===== src/rtl/fetch_pkg.sv =====
// Shared types and constants for the instruction fetch stage.
// Latency: n/a (declarations only).
// Backpressure: n/a.
package fetch_pkg;

  localparam int XLEN        = 32;
  localparam int INSTR_BYTES = 4;

  // One buffered fetch result: the instruction word and the PC it came from.
  typedef struct packed {
    logic [XLEN-1:0] pc;
    logic [XLEN-1:0] instr;
  } fetch_entry_t;

  // Force a byte address onto a word boundary.
  function automatic logic [XLEN-1:0] align_pc(input logic [XLEN-1:0] addr);
    return {addr[XLEN-1:2], 2'b00};
  endfunction

endpackage


===== src/rtl/sync_fifo.sv =====
// Generic single-clock FIFO with registered storage and a synchronous clear.
// Latency: a pushed entry appears at the head from the cycle after the push.
// Backpressure: push ignored when full, pop ignored when empty; clear wins over both.
module sync_fifo #(
  parameter type T     = logic [63:0],
  parameter int  DEPTH = 4
) (
  input  logic                   i_clk,
  input  logic                   i_clr,
  input  logic                   i_push,
  input  T                       i_push_dat,
  input  logic                   i_pop,
  output logic                   o_full,
  output logic                   o_empty,
  output logic [$clog2(DEPTH):0] o_count,
  output T                       o_head
);

  localparam int AW = $clog2(DEPTH);
  localparam logic [AW:0] FULL_CNT = (AW+1)'(DEPTH);

  T              r_mem [DEPTH];
  logic [AW-1:0] r_wr_ptr;
  logic [AW-1:0] r_rd_ptr;
  logic [AW:0]   r_count;

  logic w_do_push;
  logic w_do_pop;

  assign o_full    = (r_count == FULL_CNT);
  assign o_empty   = (r_count == '0);
  assign o_count   = r_count;
  assign o_head    = r_mem[r_rd_ptr];
  assign w_do_push = i_push && !o_full;
  assign w_do_pop  = i_pop && !o_empty;

  // Entry storage; contents need no reset because occupancy gates every read.
  always_ff @(posedge i_clk) begin
    if (w_do_push) begin
      r_mem[r_wr_ptr] <= i_push_dat;
    end
  end

  // Pointer and occupancy bookkeeping; clear wins over any same-cycle push or pop.
  always_ff @(posedge i_clk) begin
    if (i_clr) begin
      r_wr_ptr <= '0;
      r_rd_ptr <= '0;
      r_count  <= '0;
    end else begin
      if (w_do_push) begin
        r_wr_ptr <= r_wr_ptr + 1'b1;
      end
      if (w_do_pop) begin
        r_rd_ptr <= r_rd_ptr + 1'b1;
      end
      case ({w_do_push, w_do_pop})
        2'b10:   r_count <= r_count + 1'b1;
        2'b01:   r_count <= r_count - 1'b1;
        default: r_count <= r_count;
      endcase
    end
  end

endmodule


===== src/rtl/fetch_buffer.sv =====
// Fetch stage: issues in-order word requests and buffers {pc, instr} for decode.
// Latency: response to instr_valid is one cycle; 1 instr/cycle with 1-cycle memory.
// Backpressure: requests throttled so buffered + outstanding never exceeds DEPTH.
module fetch_buffer
  import fetch_pkg::*;
#(
  parameter int          DEPTH    = 4,
  parameter logic [31:0] RESET_PC = 32'h0000_0000
) (
  input  logic        clk,
  input  logic        reset,
  input  logic        redirect_valid,
  input  logic [31:0] redirect_pc,
  output logic        imem_req_valid,
  output logic [31:0] imem_req_addr,
  input  logic        imem_req_ready,
  input  logic        imem_resp_valid,
  input  logic [31:0] imem_resp_data,
  output logic        instr_valid,
  output logic [31:0] instr_data,
  output logic [31:0] instr_pc,
  input  logic        instr_ready
);

  localparam int CW = $clog2(DEPTH) + 1;
  localparam logic [CW:0]      CREDIT_CAP = (CW+1)'(DEPTH);
  localparam logic [XLEN-1:0]  PC_STEP    = XLEN'(INSTR_BYTES);

  // Next PC to request, and PC to attach to the next kept response.
  logic [XLEN-1:0] r_fetch_pc;
  logic [XLEN-1:0] r_resp_pc;
  // Accepted requests still awaiting data, and how many of those are stale.
  logic [CW-1:0]   r_outstanding;
  logic [CW-1:0]   r_drop_cnt;

  logic [CW-1:0]   w_fifo_count;
  logic [CW-1:0]   w_outstanding_nxt;
  logic [CW:0]     w_credit_used;
  logic [XLEN-1:0] w_redirect_pc;
  logic            w_req_fire;
  logic            w_resp;
  logic            w_keep;
  logic            w_pop;
  logic            w_fifo_clr;
  logic            w_fifo_full;
  logic            w_fifo_empty;
  fetch_entry_t    w_push_entry;
  fetch_entry_t    w_head;

  assign w_redirect_pc = align_pc(redirect_pc);

  // Every buffered entry and every in-flight request holds a slot; a response
  // can therefore always be pushed without the FIFO pushing back on memory.
  assign w_credit_used  = {1'b0, w_fifo_count} + {1'b0, r_outstanding};
  assign imem_req_valid = !reset && !redirect_valid && !w_fifo_full &&
                          (w_credit_used < CREDIT_CAP);
  assign imem_req_addr  = r_fetch_pc;
  assign w_req_fire     = imem_req_valid && imem_req_ready;

  // A response arriving during reset or a redirect belongs to a dead stream.
  assign w_resp = imem_resp_valid && !reset;
  assign w_keep = w_resp && (r_drop_cnt == '0) && !redirect_valid;

  assign w_push_entry.pc    = r_resp_pc;
  assign w_push_entry.instr = imem_resp_data;

  // Decode squashes through its own path on a redirect, so a pop then is moot.
  assign instr_valid = !reset && !w_fifo_empty;
  assign instr_data  = w_head.instr;
  assign instr_pc    = w_head.pc;
  assign w_pop       = instr_valid && instr_ready && !redirect_valid;
  assign w_fifo_clr  = reset || redirect_valid;

  sync_fifo #(
    .T     (fetch_entry_t),
    .DEPTH (DEPTH)
  ) u_fifo (
    .i_clk      (clk),
    .i_clr      (w_fifo_clr),
    .i_push     (w_keep),
    .i_push_dat (w_push_entry),
    .i_pop      (w_pop),
    .o_full     (w_fifo_full),
    .o_empty    (w_fifo_empty),
    .o_count    (w_fifo_count),
    .o_head     (w_head)
  );

  // In-flight count after this cycle's request acceptance and response arrival.
  always_comb begin
    w_outstanding_nxt = r_outstanding;
    case ({w_req_fire, w_resp})
      2'b10: w_outstanding_nxt = r_outstanding + 1'b1;
      2'b01: begin
        if (r_outstanding != '0) begin
          w_outstanding_nxt = r_outstanding - 1'b1;
        end
      end
      default: w_outstanding_nxt = r_outstanding;
    endcase
  end

  // Request-side PC: restart on reset/redirect, step one word per accepted request.
  always_ff @(posedge clk) begin
    if (reset) begin
      r_fetch_pc <= RESET_PC;
    end else if (redirect_valid) begin
      r_fetch_pc <= w_redirect_pc;
    end else if (w_req_fire) begin
      r_fetch_pc <= r_fetch_pc + PC_STEP;
    end
  end

  // Response-side PC: tracks the address of the next response that will be kept.
  always_ff @(posedge clk) begin
    if (reset) begin
      r_resp_pc <= RESET_PC;
    end else if (redirect_valid) begin
      r_resp_pc <= w_redirect_pc;
    end else if (w_keep) begin
      r_resp_pc <= r_resp_pc + PC_STEP;
    end
  end

  // Credit tracking; on redirect every request still in flight becomes stale,
  // which also covers stale ones left over from an earlier redirect.
  always_ff @(posedge clk) begin
    if (reset) begin
      r_outstanding <= '0;
      r_drop_cnt    <= '0;
    end else begin
      r_outstanding <= w_outstanding_nxt;
      if (redirect_valid) begin
        r_drop_cnt <= w_outstanding_nxt;
      end else if (w_resp && (r_drop_cnt != '0)) begin
        r_drop_cnt <= r_drop_cnt - 1'b1;
      end
    end
  end

endmodule


===== config.mk =====
export PLATFORM = sky130hd
export DESIGN_NAME = fetch_buffer
export DESIGN_NICKNAME = d
export VERILOG_FILES = /design/src/rtl/fetch_pkg.sv /design/src/rtl/sync_fifo.sv /design/src/rtl/fetch_buffer.sv
export SDC_FILE = /design/constraint.sdc
export NUM_CORES = 1
export LEC_CHECK = 0
export BUFFER_PORTS_ARGS = -buffer_cell sky130_fd_sc_hd__clkbuf_2
export CORE_ASPECT_RATIO = 1.5
export CORE_UTILIZATION = 58
export DETAILED_ROUTE_END_ITERATION = 7
export PLACE_DENSITY = 0.8
export SLEW_MARGIN = 20
export SYNTH_ARGS = -nofsm -noshare
export SYNTH_HDL_FRONTEND = slang
export SYNTH_HIERARCHICAL = 1
export SYNTH_SLANG_ARGS = --single-unit

===== constraint.sdc =====
create_clock -name clk -period 4 [get_ports clk]
set_input_delay 0.2 -clock clk [delete_from_list [all_inputs] [get_ports clk]]
set_output_delay 0.2 -clock clk [all_outputs]
set_load 0.02 [all_outputs]

== After elaboration in Yosys (flattened, before gate mapping) ==
Memories as Yosys holds them, arrays and structs flattened. A register that Yosys moved wholly into a read port is not among the register bits.
Index checks and enable logic that the tools add are counted.
W data, S select, Z words.
Storage, ports and cells
  word-level logic and storage cells: 66
  memories kept: 1
  flip-flop bits (word level): 77
  RAM bits: 256
  output and inout bits: 98
Operators by class
  $add $sub $neg: 10
  magnitude comparators: 1
  eq/ne operators: 5
  reduce and logical (&&, ||, !) cells: 27
  mux-type cells: 13
Memory list
  u_fifo.r_mem: depth 4, width 64, read ports 1, clocked after Yosys merged registers in 1, write ports 1, RTL line sync_fifo.sv:22  | T r_mem [DEPTH];
Operators by type and width (count)
  $mux W32: 4
  $add A32 B3 Y32 const B: 2
  $logic_and A1 B1 Y1: 13
  $pmux W3 S2: 2
  $mux W3: 3
  $sub A3 B1 Y3 const B: 3
  $reduce_bool A2 Y1: 4
  $add A3 B1 Y3 const B: 2
  $logic_not A3 Y1: 2
  $reduce_bool A3 Y1: 2
  $add A2 B1 Y2 const B: 2
  $add A3 B3 Y4: 1
  $eq A2 B1 Y1 const B: 2
  $eq A2 B2 Y1 const B: 2
  $logic_not A1 Y1: 4
  $lt A4 B3 Y1 const B: 1
  $mux W2: 2
  $eq A3 B3 Y1 const B: 1
  $mux W1: 2
  $reduce_or A2 Y1: 1
  $logic_or A1 B1 Y1: 1

== Logic depth before layout (Yosys ltp) ==
  depth in word-level cells: 8
  depth in mapped cells: 14
  depth with buffers taken out: 13

== Cells and area by module ==
Netlist, hierarchy kept.
Modules (own cells, without submodules)
  sync_fifo: area each 9785.6 µm², seq. area each 7867.5 µm², cells an instance 388, instances 1
  fetch_buffer: area each 3841.2 µm², seq. area each 1321.3 µm², cells an instance 471, instances 1

== Worst setup path before layout ==
No wires, ideal clock.
  kind: input -> register
  start: input port reset
  end: memory u_fifo/r_mem[0][0] (netlist name) (enable)
  setup slack: 0.971 ns
  setup time: 0.429 ns
  arrival: 2.600 ns
  stages: 8
  data required time: 3.571 ns
  path through: clkbuf_8 > nand2b_1 > inv_1 > nand3_1 > nor2_1 > inv_1 > nor2_1 > and2_1
Between the ends
  longest elaborated chain between the ends: 7
Ends and longest elaborated chain
  start, declared: RTL line fetch_buffer.sv:11  | input logic reset,
  $logic_not A1 Y1: RTL line fetch_buffer.sv:61  | assign w_resp = imem_resp_valid && !reset;
  $logic_and A1 B1 Y1: RTL line fetch_buffer.sv:61
  $logic_and A1 B1 Y1 (2 in series): RTL line fetch_buffer.sv:62  | assign w_keep = w_resp && (r_drop_cnt == '0) && !redirect_valid;
  net w_keep: RTL line fetch_buffer.sv:42  | logic w_keep;
  $logic_and A1 B1 Y1: RTL line sync_fifo.sv:34  | assign w_do_push = i_push && !o_full;
  $mux W1: RTL line sync_fifo.sv:39  | if (w_do_push) begin
  $mux W1 (implied by the code): RTL line sync_fifo.sv:40  | r_mem[r_wr_ptr] <= i_push_dat;
  end, declared: RTL line sync_fifo.sv:22
The timed path passes the listed nets, and every way through them passes these cells.

== Worst setup path after layout ==
  start: input port reset
  end: register u_fifo.r_count[2] (netlist: u_fifo/o_count[2])
Between the ends
  elaborated cells on any way between the ends: 14
RTL lines
  $logic_or A1 B1 Y1: RTL line fetch_buffer.sv:72  | assign w_fifo_clr = reset || redirect_valid;
  net w_fifo_clr: RTL line fetch_buffer.sv:44  | logic w_fifo_clr;
  end signal, assigned: RTL line sync_fifo.sv:58  | 2'b10: r_count <= r_count + 1'b1;
  end signal, assigned: RTL line sync_fifo.sv:59  | 2'b01: r_count <= r_count - 1'b1;
  end signal, assigned: RTL line sync_fifo.sv:60  | default: r_count <= r_count;
  end, declared: RTL line sync_fifo.sv:25  | logic [AW:0] r_count;
The timed path passes the listed nets, and every way through them passes these cells.
A chain may end at the register's enable or synchronous reset.

==> impl_metrics.py <==
metrics = {
    "synth": {
        "syn_area_mm2": 0.0136,
        "synth_most_common_cell": "edfxtp_1",
        "synth_area_leaders": "edfxtp_1, dfxtp_1, mux4_2",
        "synth_simple_gate_area_frac": 0.0806,
        "ys_ff_latch": 331,
        "syn_inst": 859,
        "yosysWarningCount": 6,
        "avgSynthCellArea_um2": 15.9,
        "ys.flop_type": "edfxtp_1",
        "yosys.area.top_type": "edfxtp_1",
        "ys_types": 67,
        "async_flop_share": 0,
        "synth_top_cell_area_share": 0.564,
        "synth_edf_count": 256,
        "synth_commonest_cells": "edfxtp_1, dfxtp_1, mux4_2",
        "synth-compound-area-share": 0.0601,
        "synth_adder_area_share": 0.0162,
        "synth_top_family_by_area": "multiplexers",
        "synthMuxAreaShare": 0.108,
        "synth_seq_area_share": 0.674,
        "synth_xor_area_frac": 0.0264,
    },
    "floorplanning": {
        "dieArea_mm2": 0.0241,
        "pin_count": 168,
        "die_y_um": 190,
        "start_util": 0.591,
        "rows": 68,
        "die-width_um": 127,
        "core_mm2": 0.0231,
    },
    "global_route": {
        "grt_max_degree": 76,
        "grt_pass1_wl_mm": 44.4,
        "grt_overflow": 0,
        "grt_pass1_vias": 8499,
        "antenna_found_initial": 0,
        "gr-usage-all-layers": 0.238,
    },
    "drt": {
        "detail-route-antenna-nets": 0,
        "vias_per_cell": 5.76,
        "vias": 8243,
        "totalWireLength_mm": 28.1,
        "routedWlPerCell_um": 19.6,
        "drc": 0,
        "drtPass1Iterations": 5,
        "drt-initial-drc-count": 589,
    },
    "run_status": {
        "status": "finished, final reports clean",
    },
    "finish": {
        "drive_gt1_frac": 0.269,
        "seq_area_mm2": 0.00919,
        "final_area_mm2": 0.0162,
        "multiInputGateArea_mm2": 0.00402,
        "fillers": 1482,
        "fin_nets": 1181,
        "finalNonFillerCells": 1431,
        "n_antenna_cell": 0,
        "area.growth.synth_to_final_pct": 18.8,
    },
    "pwr": {
        "p_sw_mw": 1.43,
        "power.leakage_nw": 5.55,
        "power_frac_comb": 0.053,
        "power.density_mw_per_mm2": 427,
        "clkPwrFrac": 0.390,
        "peakVddDrop_mv": 0.289,
        "switching_share": 0.207,
        "power.share.sequential": 0.557,
        "p_int_mw": 5.48,
    },
    "clocking": {
        "cts-root-buf": "clkbuf_16",
        "tritoncts": "built",
        "clk_pin_slew_ps": 70,
        "clockBufferDepth": 3,
        "h-tree-depth": 1,
        "cts_sinks": 331,
        "clock_latency_ps": 530,
        "cts_made_buffers": 28,
    },
    "critical_path": {
        "cp-start-kind": "input pin",
        "cp.arrival_ps": 3240,
        "criticalPathCategory": "in -> reg",
        "path_max_fanout": 12,
        "worstSetupEndpointType": "register",
        "crit_required_ps": 4470,
    },
    "sta": {
        "hold_viol": 0,
        "finalSetupTns_ps": 0,
        "fin_crit_ps": 2780,
        "whs_ps": 34.7,
        "slew_headroom": 0.366,
        "max_freq_mhz": 360,
        "rsz0062_at_grt": "false",
        "finalSetupViolations": 0,
        "timing.final.crit_share": 0.694,
        "skew_ps": 13.1,
        "worst_pin_slew_ps": 950,
        "slew_violations": 0,
    },
    "placement": {
        "dp_cells": 1324,
        "place_congestion": 0.855,
        "placed_cell_area_mm2": 0.0147,
        "port_buffers": 163,
        "hpwl_mm": 17.6,
    },
    "run": {
        "maxCapViolCount": 0,
    },
    "worst_hold_path": {
        "hold_class": "in -> reg",
    },
}
==> metal layers <==
metal  track usage  wire (µm)  up-vias
li1              -          -     3814
met1         0.289      11100     4095
met3        0.0298       1260       50
met4        0.0801        678        0
met5             0          0        -
met2         0.437      15000      284
==> worst max-delay path, cell delays in order <==
cell,delay [ps]
dlygate4sd3_1,540
clkbuf_2,190
nor2_1,270
inv_1,280
nor3b_1,330
o31ai_1,150
inv_1,70
ha_1,170
inv_1,60
fa_1,370
xor2_1,160
or3_1,310
a21oi_1,140
==> worst paths after layout <==
check        cells past startpoint  slack, ps                             from                              to
max                             13       1220                            reset  u_fifo/o_count[2]$_SDFFE_PP0P_
max reg2reg                      9       1230   u_fifo/o_count[2]$_SDFFE_PP0P_      r_drop_cnt[0]$_SDFFE_PP0P_
min                              3         30                  redirect_pc[30]  imem_req_addr[30]$_SDFFE_PP0P_
min reg2reg                      2        490  u_fifo/r_rd_ptr[1]$_SDFFE_PP0P_                        register
==> metrics by stage <==
step	setup slack, ps	power (mW)	util
floorplan	971	4.10	-
CTS	1230	6.94	0.702
finish	1220	6.91	0.702
global route	1030	7.12	0.702
global placement	1270	4.22	0.638
detailed placement	1230	4.24	0.638
==> power by group through the flow <==
stage / combinational (mW) / clock [mW] / sequential [mW]
after floorplan: 0.177 / 0 / 3.92
after global placement: 0.311 / 0 / 3.91
after detailed placement: 0.318 / 0 / 3.92
after CTS: 0.364 / 2.74 / 3.84
after global routing: 0.397 / 2.87 / 3.85
final: 0.365 / 2.70 / 3.85
==> state kept, by name (all words and copies together) (netlist names), named ones only <==
register / flops
r_drop_cnt: 3
u_fifo/r_rd_ptr: 2
u_fifo/r_wr_ptr: 2
imem_req_addr: 30
r_resp_pc: 30
u_fifo/r_mem: 256
r_outstanding: 3
u_fifo/o_count: 3
==> placed cells by master, fill, tap and decap left out, types with 15 or more instances in the layout <==
| cell | instances |
|---|---|
| edfxtp_1 | 256 |
| nand4_1 | 15 |
| nand2_1 | 47 |
| a21oi_1 | 24 |
| xnor2_1 | 27 |
| dfxtp_1 | 73 |
| dlygate4sd3_1 | 55 |
| nor3_1 | 18 |
| nand3_1 | 24 |
| a31oi_1 | 18 |
| mux4_2 | 60 |
| clkbuf_16 | 29 |
| ha_1 | 16 |
| clkbuf_2 | 163 |
| o21ai_0 | 18 |
| inv_1 | 32 |
| nor2_1 | 42 |
==> timing repair <==
action	CTS	global route
hold buffers	55	0
buffers inserted	0	0
resized for setup	0	0
endpoints found under the setup margin	0	0
endpoints found under the hold margin	166	0
==> cells by family (layout without fill, tap and decap cells) <==
family | Yosys count | count (layout)
compound gates | 123 | 123
xor+xnor | 41 | 41
fa+ha+maj | 17 | 17
buf+inv | 73 | 321
flops | 331 | 331
mux | 66 | 66
other cells | 1 | 10
simple gates | 207 | 207
==> cell type report <==
type                       instances  share of cell area
sequential                       331               0.568
timing repair buffer             235              0.0946
clock buffer                      43              0.0512
clock inverter                     9             0.00587
inverter                          34             0.00796
multi-input combinational        464               0.248
tap                              315              0.0243
No activity file was read; power rests on OpenSTA's default activity.
